===== src/rtl/median_filter_ctrl.sv =====
// Frame controller for a streaming 2x2 median filter: paces upstream pixels,
// masks the first row/column, and holds each completed window until consumed.
module median_filter_ctrl #(
    parameter int unsigned IMAGE_LEN    = 1080,
    parameter int unsigned IMAGE_HEIGHT = 720
) (
    input  logic clk,
    input  logic rst_n,
    input  logic start_i,
    input  logic abort_i,
    input  logic src_valid_i,
    output logic src_ready_o,
    output logic filt_start_o,
    output logic filt_valid_o,
    output logic out_valid_o,
    input  logic dst_ready_i,
    output logic busy_o,
    output logic done_o
);

    localparam int unsigned COL_W     = $clog2(IMAGE_LEN);
    localparam int unsigned ROW_W     = $clog2(IMAGE_HEIGHT);
    localparam int unsigned OUT_TOTAL = (IMAGE_LEN - 1) * (IMAGE_HEIGHT - 1);
    localparam int unsigned OUT_W     = $clog2(OUT_TOTAL + 1);

    typedef enum logic [1:0] {
        IDLE  = 2'd0,
        RUN   = 2'd1,
        DRAIN = 2'd2,
        DONE  = 2'd3
    } state_t;

    state_t state;
    state_t next_state;

    logic [COL_W-1:0] in_col;
    logic [ROW_W-1:0] in_row;
    logic [OUT_W-1:0] out_cnt;

    logic ready;
    logic accept;
    logic start_frame;
    logic abort_frame;
    logic col_last;
    logic row_last;
    logic mask_hit;
    logic out_hs;

    assign col_last    = (in_col == COL_W'(IMAGE_LEN - 1));
    assign row_last    = (in_row == ROW_W'(IMAGE_HEIGHT - 1));
    assign mask_hit    = (in_col != '0) && (in_row != '0);
    assign out_hs      = out_valid_o && dst_ready_i;
    assign abort_frame = abort_i && (state != IDLE);

    // Handshake pacing is combinational: a single output stage with no skid buffer.
    assign src_ready_o  = ready;
    assign filt_valid_o = accept;
    assign filt_start_o = start_frame && rst_n;

    // Next-state and handshake decode
    always_comb begin
        next_state  = state;
        ready       = 1'b0;
        accept      = 1'b0;
        start_frame = 1'b0;
        unique case (state)
            IDLE: begin
                if (start_i && !abort_i) begin
                    next_state  = RUN;
                    start_frame = 1'b1;
                end
            end
            RUN: begin
                ready  = !out_valid_o || dst_ready_i;
                accept = src_valid_i && ready;
                if (accept && col_last && row_last) begin
                    next_state = DRAIN;
                end
            end
            DRAIN: begin
                if (!out_valid_o) begin
                    next_state = DONE;
                end
            end
            DONE: begin
                next_state = IDLE;
            end
            default: begin
                next_state = IDLE;
            end
        endcase
        if (abort_frame) begin
            next_state = IDLE;
        end
    end

    // State register with registered status outputs
    always_ff @(posedge clk or negedge rst_n) begin
        if (!rst_n) begin
            state  <= IDLE;
            busy_o <= 1'b0;
            done_o <= 1'b0;
        end else begin
            state  <= next_state;
            busy_o <= (next_state != IDLE);
            done_o <= (next_state == DONE);
        end
    end

    // Input raster position; wraps fully at frame end so it never overflows
    always_ff @(posedge clk or negedge rst_n) begin
        if (!rst_n) begin
            in_col <= '0;
            in_row <= '0;
        end else if (start_frame || abort_frame) begin
            in_col <= '0;
            in_row <= '0;
        end else if (accept) begin
            if (col_last) begin
                in_col <= '0;
                in_row <= row_last ? '0 : in_row + ROW_W'(1);
            end else begin
                in_col <= in_col + COL_W'(1);
            end
        end
    end

    // Output window flag: a new masked-in accept overrides a same-cycle handshake
    always_ff @(posedge clk or negedge rst_n) begin
        if (!rst_n) begin
            out_valid_o <= 1'b0;
        end else if (abort_frame) begin
            out_valid_o <= 1'b0;
        end else if (accept && mask_hit) begin
            out_valid_o <= 1'b1;
        end else if (out_hs) begin
            out_valid_o <= 1'b0;
        end
    end

    // Outputs consumed this frame
    always_ff @(posedge clk or negedge rst_n) begin
        if (!rst_n) begin
            out_cnt <= '0;
        end else if (start_frame || abort_frame) begin
            out_cnt <= '0;
        end else if (out_hs) begin
            out_cnt <= out_cnt + OUT_W'(1);
        end
    end

    a_hold_window: assert property (@(posedge clk) disable iff (!rst_n)
        out_valid_o && !dst_ready_i && !abort_i |=> out_valid_o);

    a_accept_in_run: assert property (@(posedge clk) disable iff (!rst_n)
        accept |-> state == RUN);

    a_done_complete: assert property (@(posedge clk) disable iff (!rst_n)
        done_o |-> out_cnt == OUT_W'(OUT_TOTAL));

endmodule


===== config.mk =====
export PLATFORM = sky130hd
export DESIGN_NAME = median_filter_ctrl
export DESIGN_NICKNAME = d
export VERILOG_FILES = /design/src/rtl/median_filter_ctrl.sv
export SDC_FILE = /design/constraint.sdc
export NUM_CORES = 1
export LEC_CHECK = 0
export ABC_AREA = 1
export BUFFER_PORTS_ARGS = -buffer_cell sky130_fd_sc_hd__buf_2
export CAP_MARGIN = 20
export CORE_MARGIN = 4
export CORE_UTILIZATION = 41
export DETAILED_ROUTE_END_ITERATION = 12
export REMOVE_ABC_BUFFERS = 1
export SYNTH_ARGS = -nofsm -noshare
export SYNTH_HDL_FRONTEND = slang
export SYNTH_SLANG_ARGS = --single-unit

===== constraint.sdc =====
create_clock -name clk -period 3.45 [get_ports clk]
set_input_delay 0.69 -clock clk [delete_from_list [all_inputs] [get_ports clk]]
set_output_delay 0.69 -clock clk [all_outputs]
set_load 0.05 [all_outputs]

# After elaboration in Yosys (flattened, before gate mapping)
# Index checks and enable logic that the tools add are counted.
[word_totals] ff_bits=26 output_inout_bits=6 inputBits=6
[classes] reduce_logical=22 n_mux=19 eq_ne=6 add_sub_neg=2
[op_table] op="10-bit two-way mux" count=4
[op_table] op="11-bit two-way mux" count=3
[op_table] op="11-bit by 1-bit adder with 11-bit output (second input constant)" count=1
[op_table] op="11-bit == test (second input constant)" count=1
[op_table] op="11-bit nonzero test" count=1
[op_table] op="10-bit by 1-bit adder with 10-bit output (second input constant)" count=1
[op_table] op="10-bit == test (second input constant)" count=1
[op_table] op="10-bit nonzero test" count=1
[op_table] op="1-bit logical AND" count=9
[op_table] op="2-bit two-way mux" count=4
[op_table] op="2-bit one-hot mux with 4 select lines" count=1
[op_table] op="2-bit nonzero test" count=4
[op_table] op="1-bit two-way mux" count=7
[op_table] op="2-bit == test (second input constant)" count=3
[op_table] op="3-bit nonzero test" count=1
[op_table] op="2-bit by 1-bit == test with 1-bit output (second input constant)" count=1
[op_table] op="1-bit logical NOT" count=2
[op_table] op="2-bit logical NOT" count=1
[op_table] op="1-bit logical OR" count=2
[op_table] op="2-bit AND reduction" count=1

# Logic depth before layout (Yosys ltp)
# Gate-level depths: netlist of run 1.
[depth] ltp_word=9 ltp_mapped=10 mapped_depth_nobuf=10

# Worst setup path after synthesis of run 1
# No wires, ideal clock.
[synth_path] kind="input-to-output" start="input abort_i" end="output filt_start_o" setup_slack_ns=1.087 cell_stages=5 t_required_ns=2.760 path_buffers=0 arrival_time_ns=1.673 path_cell_list="inv_2 -> nand2_1 -> nor2_2 -> inv_1 -> nor2_1"
[synth_between] elab_chain_len=5
[synth_rtl] element="start, declared" line="10" source="input logic abort_i,"
[synth_rtl] element="1-bit logical NOT" line="68" source="if (start_i && !abort_i) begin"
[synth_rtl] element="1-bit logical AND" line="68"
[synth_rtl] element="1-bit two-way mux" line="68"
[synth_rtl] element="1-bit two-way mux" line="66" source="unique case (state)"
[synth_rtl] element="1-bit logical AND" line="58" source="assign filt_start_o = start_frame && rst_n;"
[synth_rtl] element="end, declared" line="13" source="output logic filt_start_o,"
# No other way between the ends.

# Final worst setup path of run 1
# Same ends and word-level chain as after synthesis.

==> results of run 1 <==
-- layer usage --
layer | global-route usage, % | up-vias | wire, µm
li1 | - | 780 | -
met1 | 18.5 | 653 | 1680
met2 | 25.6 | 8 | 1710
met3 | 3.44 | 4 | 77
met4 | 3.28 | 0 | 27
met5 | 0 | - | 0
-- final cells by class --
cell class / count / share of cell area, %
multi-input cells: 165 / 47.6
flip-flops and latches: 26 / 34.8
inverters: 40 / 8.02
repair buffers: 12 / 3.34
well taps: 50 / 3.34
clock buffers: 4 / 2.94
-- sequential cells by signal, summed over array words and instances (netlist names) --
name,cells
out_valid_o,1
busy_o,1
in_col,11
in_row,10
state,2
done_o,1
-- power groups by stage --
stage / combinational, µW / sequential, µW / clock [µW]
after detailed placement: 469 / 424 / 0
after floorplan: 336 / 441 / 0
after CTS: 470 / 418 / 206
after global placement: 468 / 421 / 0
final: 462 / 416 / 197
after global routing: 521 / 427 / 220
-- worst paths after layout --
path | to | slack, ns | depth (start not counted)
hold / removal | in_row[2] | 0.43 | 2
min in group clk | in_col[7] | 0.53 | 2
max in group asynchronous | in_col[6] | 2.75 | 2
setup / recovery | filt_start_o | 1.28 | 7
setup reg to reg | in_row[8] | 1.64 | 7
hold reg to reg | in_col[7] | 0.53 | 2
-- kinds of logic (layout without fill, tap and decap cells) --
family | after synthesis | in the layout | share of synthesized area, %
adders and majority gates | 4 | 4 | 2.89
buffers and inverters | 44 | 56 | 10.9
xor gates and xnor gates | 2 | 2 | 1.01
DFF | 26 | 26 | 37.6
AOI/OAI and AO/OA | 31 | 31 | 11.6
and+or+nand+nor | 128 | 128 | 36.0
-- cell usage in the layout, fill, tap and decap left out, drive strengths merged, types with 2 or more instances in the layout --
cell,n
clkbuf,4
a21oi,5
o22ai,3
ha,4
inv,40
a31oi,2
nand4,11
xor2,2
nand3,22
nor2,33
o21ai,19
dfrtp,26
nand2,60
buf,12
-- per-stage QoR --
stage          hold WS (ns)  cell area, µm²  setup WS, ns
2_1_floorplan         0.394            1690          1.09
3_3_place_gp          0.506            1820          1.28
3_5_place_dp          0.512            1820          1.27
4_1_cts               0.442            1870          1.27
5_1_grt               0.453            1870          1.13
6_report              0.433            1870          1.28
==> flow_summary.ini, run 1 <==
[floorplanning]
core-area_um2 = 4030
initial_utilization_pct = 43.0
fp.dieW_um = 73.0
dieArea_um2 = 5320
die_h_um = 73.0
fp-row-count = 23
io_pins = 12

[worst_setup_path]
arrival_ns = 1.48
worstReg2RegStart = state[1]
crit_family = buffers and inverters
crit_buf_inv = 4
worstPathRequired_ns = 2.76
crit_top_cell = buf_2
critical_path_class = input port to output port
cp_slowest_cell = buf_2
crit_start = abort_i
cp-end-kind = output port
cp_slowest_stage_delay_ns = 0.26
path_cells = buf_2, inv_2, nand2_1, nor2_2, inv_1, nor2_1, buf_2
start_kind = input port
worst-path-max-fanout = 3

[pwr]
p_per_area_nw_per_um2 = 574
ir_drop_uv = 316
internal_power_uw = 592
p_switching_uw = 483
leakage_uw = 0.000966
seq_power_share_pct = 38.7
power_frac_comb_pct = 43.0
power.total_uw = 1080
switching_share_pct = 45.0
pwr-share-clk_pct = 18.3

[sta]
period_needed_ns = 2.17
final-hold-violation-count = 0
setup_tns_ns = 0
post-route-period-util_pct = 62.8
drv_slew = 0
slew_headroom_pct = 71.3
finClkSkew_ns = 0.00861
rsz0062_at_grt = false
worst_pin_slew_ns = 0.430
setup_viol = 0
fmax_mhz = 461

[logic_synthesis]
netlist.area_leader.share_pct = 37.6
synth_commonest_cells = nand2_1, inv_1, dfrtp_1, nor2_1, nand3_1
syn_area_per_cell_um2 = 7.36
ys.flop_type = dfrtp_1
synthArstFlopShare_pct = 100
syn_inst = 235
yosysSeqAreaShare_pct = 37.6
ys_types = 28
ys_warn_count = 0
syn_area_um2 = 1730
synth-edff-count = 0
ys_seq_elements = 26
synth.most_common_cell = nand2_1
synthTopCellsByArea = dfrtp_1, nand2_1, inv_1
yosys.area.top_type = dfrtp_1

[clock_network]
clk_pin_slew_worst_paths_ns = 0.09
tritoncts = built
clock_latency_ns = 0.27
cts_setup_buffers = 0
hold_buffers = 0
cts_buffers = 3
clock-sinks = 26
h-tree-depth = 1
clock-root-buffer = clkbuf_8
ctsResizeCount = 0
clockBufferDepth = 2

[drt]
dr.pass1.iters = 4
avgViaCountPerCell = 4.87
ant_nets = 0
wl_um = 3490
drc_errors = 0
drt_iter0_markers = 74
vias = 1445
wl_per_cell_um = 11.8

[layout]
utilization_pct = 46.5
finalNetCount = 258
multiInputGateArea_um2 = 891
syn2layout_area_growth_pct = 8.17
n_antenna_cell = 0
drive_above_1_share_pct = 20.6
finalNonFillerCells = 297
register_area_um2 = 651
fillCellCount = 420

[place]
portBuffers = 11
dp_hpwl_um = 2650
globalplace.congestion = 0.839
dpl.cell_count = 293

[global_route]
antenna_found_initial = 0
grt_pass1_wl_um = 6130
grt_pass1_vias = 1377
grt_max_degree = 27
grt_usage_pct = 14.7
grt_overflow_total = 0

[flow_run]
cap_violations = 0

[worst_hold_path]
worstHoldPathType = input port to async pin

[status]
status = complete, no violations
Power figures use the tool's default switching activity.
==> run 2, diff against run 1 <==
==> constraint.sdc (replaced) <==
create_clock -name clk -period 2.1 [get_ports clk]
set_input_delay 0.42 -clock clk [delete_from_list [all_inputs] [get_ports clk]]
set_output_delay 0.42 -clock clk [all_outputs]
set_load 0.05 [all_outputs]
==> flow_summary.ini, run 2 (synthesis gave the netlist of run 1 again) <==
[status]
status = complete, no violations

[place]
dp_hpwl_um = 2710
globalplace.congestion = 0.829
dpl.cell_count = 294
placed_area_um2 = 1820
portBuffers = 11

[floorplanning]
dieArea_um2 = 5320
io_pins = 12
initial_utilization_pct = 43.0
fp.dieW_um = 73.0
die_h_um = 73.0
core-area_um2 = 4030
fp-row-count = 23

[sta]
fmax_mhz = 535
rsz0062_at_grt = false
period_needed_ns = 1.87
finClkSkew_ns = 0.00778
worst_pin_slew_ns = 0.348
final-hold-violation-count = 0
holdWs_ns = 0.151
setup_viol = 0
slew_headroom_pct = 76.8
drv_slew = 0
post-route-period-util_pct = 89.1
setup_tns_ns = 0

[drt]
avgViaCountPerCell = 5.05
wl_um = 3620
vias = 1501
dr.pass1.iters = 4
ant_nets = 0
drc_errors = 0
drt_iter0_markers = 77
wl_per_cell_um = 12.2

[clock_network]
cts_buffers = 3
tritoncts = built
cts_setup_buffers = 0
hold_buffers = 0
clock-root-buffer = clkbuf_8
h-tree-depth = 1
clockBufferDepth = 2
clk_pin_slew_worst_paths_ns = 0.09
clock-sinks = 26
clock_latency_ns = 0.27
ctsResizeCount = 0

[layout]
design_area_um2 = 1870
finalNetCount = 259
fillCellCount = 415
utilization_pct = 46.3
largest_register = in_col
finalNonFillerCells = 297
register_area_um2 = 651
drive_above_1_share_pct = 20.6
n_antenna_cell = 0
multiInputGateArea_um2 = 891
mostFrequentLayoutCells = nand2_1, inv_1, dfrtp_1
largest_reg_flops = 11
largestRegisters = in_col (11), in_row (10), state (2)
mostFrequentLayoutCell = nand2_1
syn2layout_area_growth_pct = 7.81

[global_route]
grt_max_degree = 27
grt_overflow_total = 0
grt_pass1_vias = 1446
grt_usage_pct = 15.2
antenna_found_initial = 0
grt_pass1_wl_um = 6430

[worst_setup_path]
critPathCapture = filt_valid_o
crit_buf_inv = 2
critical_path_class = flop to output port
r2r_setup_slack_ns = 0.45
crit_start = state[1]
crit_family = flip-flops
cp_slowest_stage_delay_ns = 0.42
path_cells = nor2_2, nand3_1, inv_1, buf_2
arrival_ns = 1.45
cp_slowest_cell = dfrtp_1
r2r_cells = 10
worstPathRequired_ns = 1.68
cp-end-kind = output port
start_kind = flop
worst-path-max-fanout = 4
regToRegEndpoint = busy_o
worstReg2RegStart = in_row[0]
path_depth = 4

[pwr]
leakage_uw = 0.000963
p_per_area_nw_per_um2 = 930
ir_drop_uv = 461

[flow_run]
cap_violations = 0

[worst_hold_path]
worstHoldPathType = input port to async pin
[run 2: metal layers]
metal / vias up / global-route usage, % / share of wire (%)
li1: 782 / - / -
met2: 18 / 27.0 / 50
met3: 2 / 3.31 / 3.2
met4: 0 / 2.87 / 0.53
met1: 699 / 19.2 / 46
met5: - / 0 / 0
[run 2: worst min-delay path by stage]
stage	cells past startpoint	startpoint	slack [ns]	to
floorplan	0	rst_n	0.12	busy_o
global placement	2	rst_n	0.46	in_row[4]
detailed placement	2	rst_n	0.47	in_row[4]
CTS	2	rst_n	0.16	in_row[4]
global route	2	rst_n	0.16	in_row[7]
finish	2	rst_n	0.15	in_row[4]
[run 2: per-stage QoR]
step	power (µW)	setup slack, ns
after global routing	1880	0.0889
after global placement	1480	0.472
final	1740	0.230
after floorplan	1280	0.267
after CTS	1770	0.207
after detailed placement	1480	0.455
[run 2: final cells by class]
| type | instances | area share, % |
|---|---|---|
| clock buffers | 3 | 2.21 |
| inverters | 40 | 8.05 |
| multi-input cells | 165 | 47.8 |
| flip-flops and latches | 26 | 34.9 |
| well taps | 50 | 3.35 |
| repair buffers | 13 | 3.76 |
[run 2: worst reg2reg max path, cell delays in order (launching register included)]
cell	delay, ns
dfrtp_1	0.46
ha_1	0.20
nand2_1	0.12
nor2_4	0.14
nand3_1	0.15
nor2_1	0.16
nand2_1	0.07
nand2_1	0.06
nand2_1	0.05
nand2_1	0.09
nand2_1	0.05
[run 2: power by group]
part | switching (µW) | internal, µW | leakage (µW)
Combinational | 545 | 229 | 0.000587
Clock | 150 | 129 | 0.0000216
Sequential | 97.3 | 586 | 0.000354
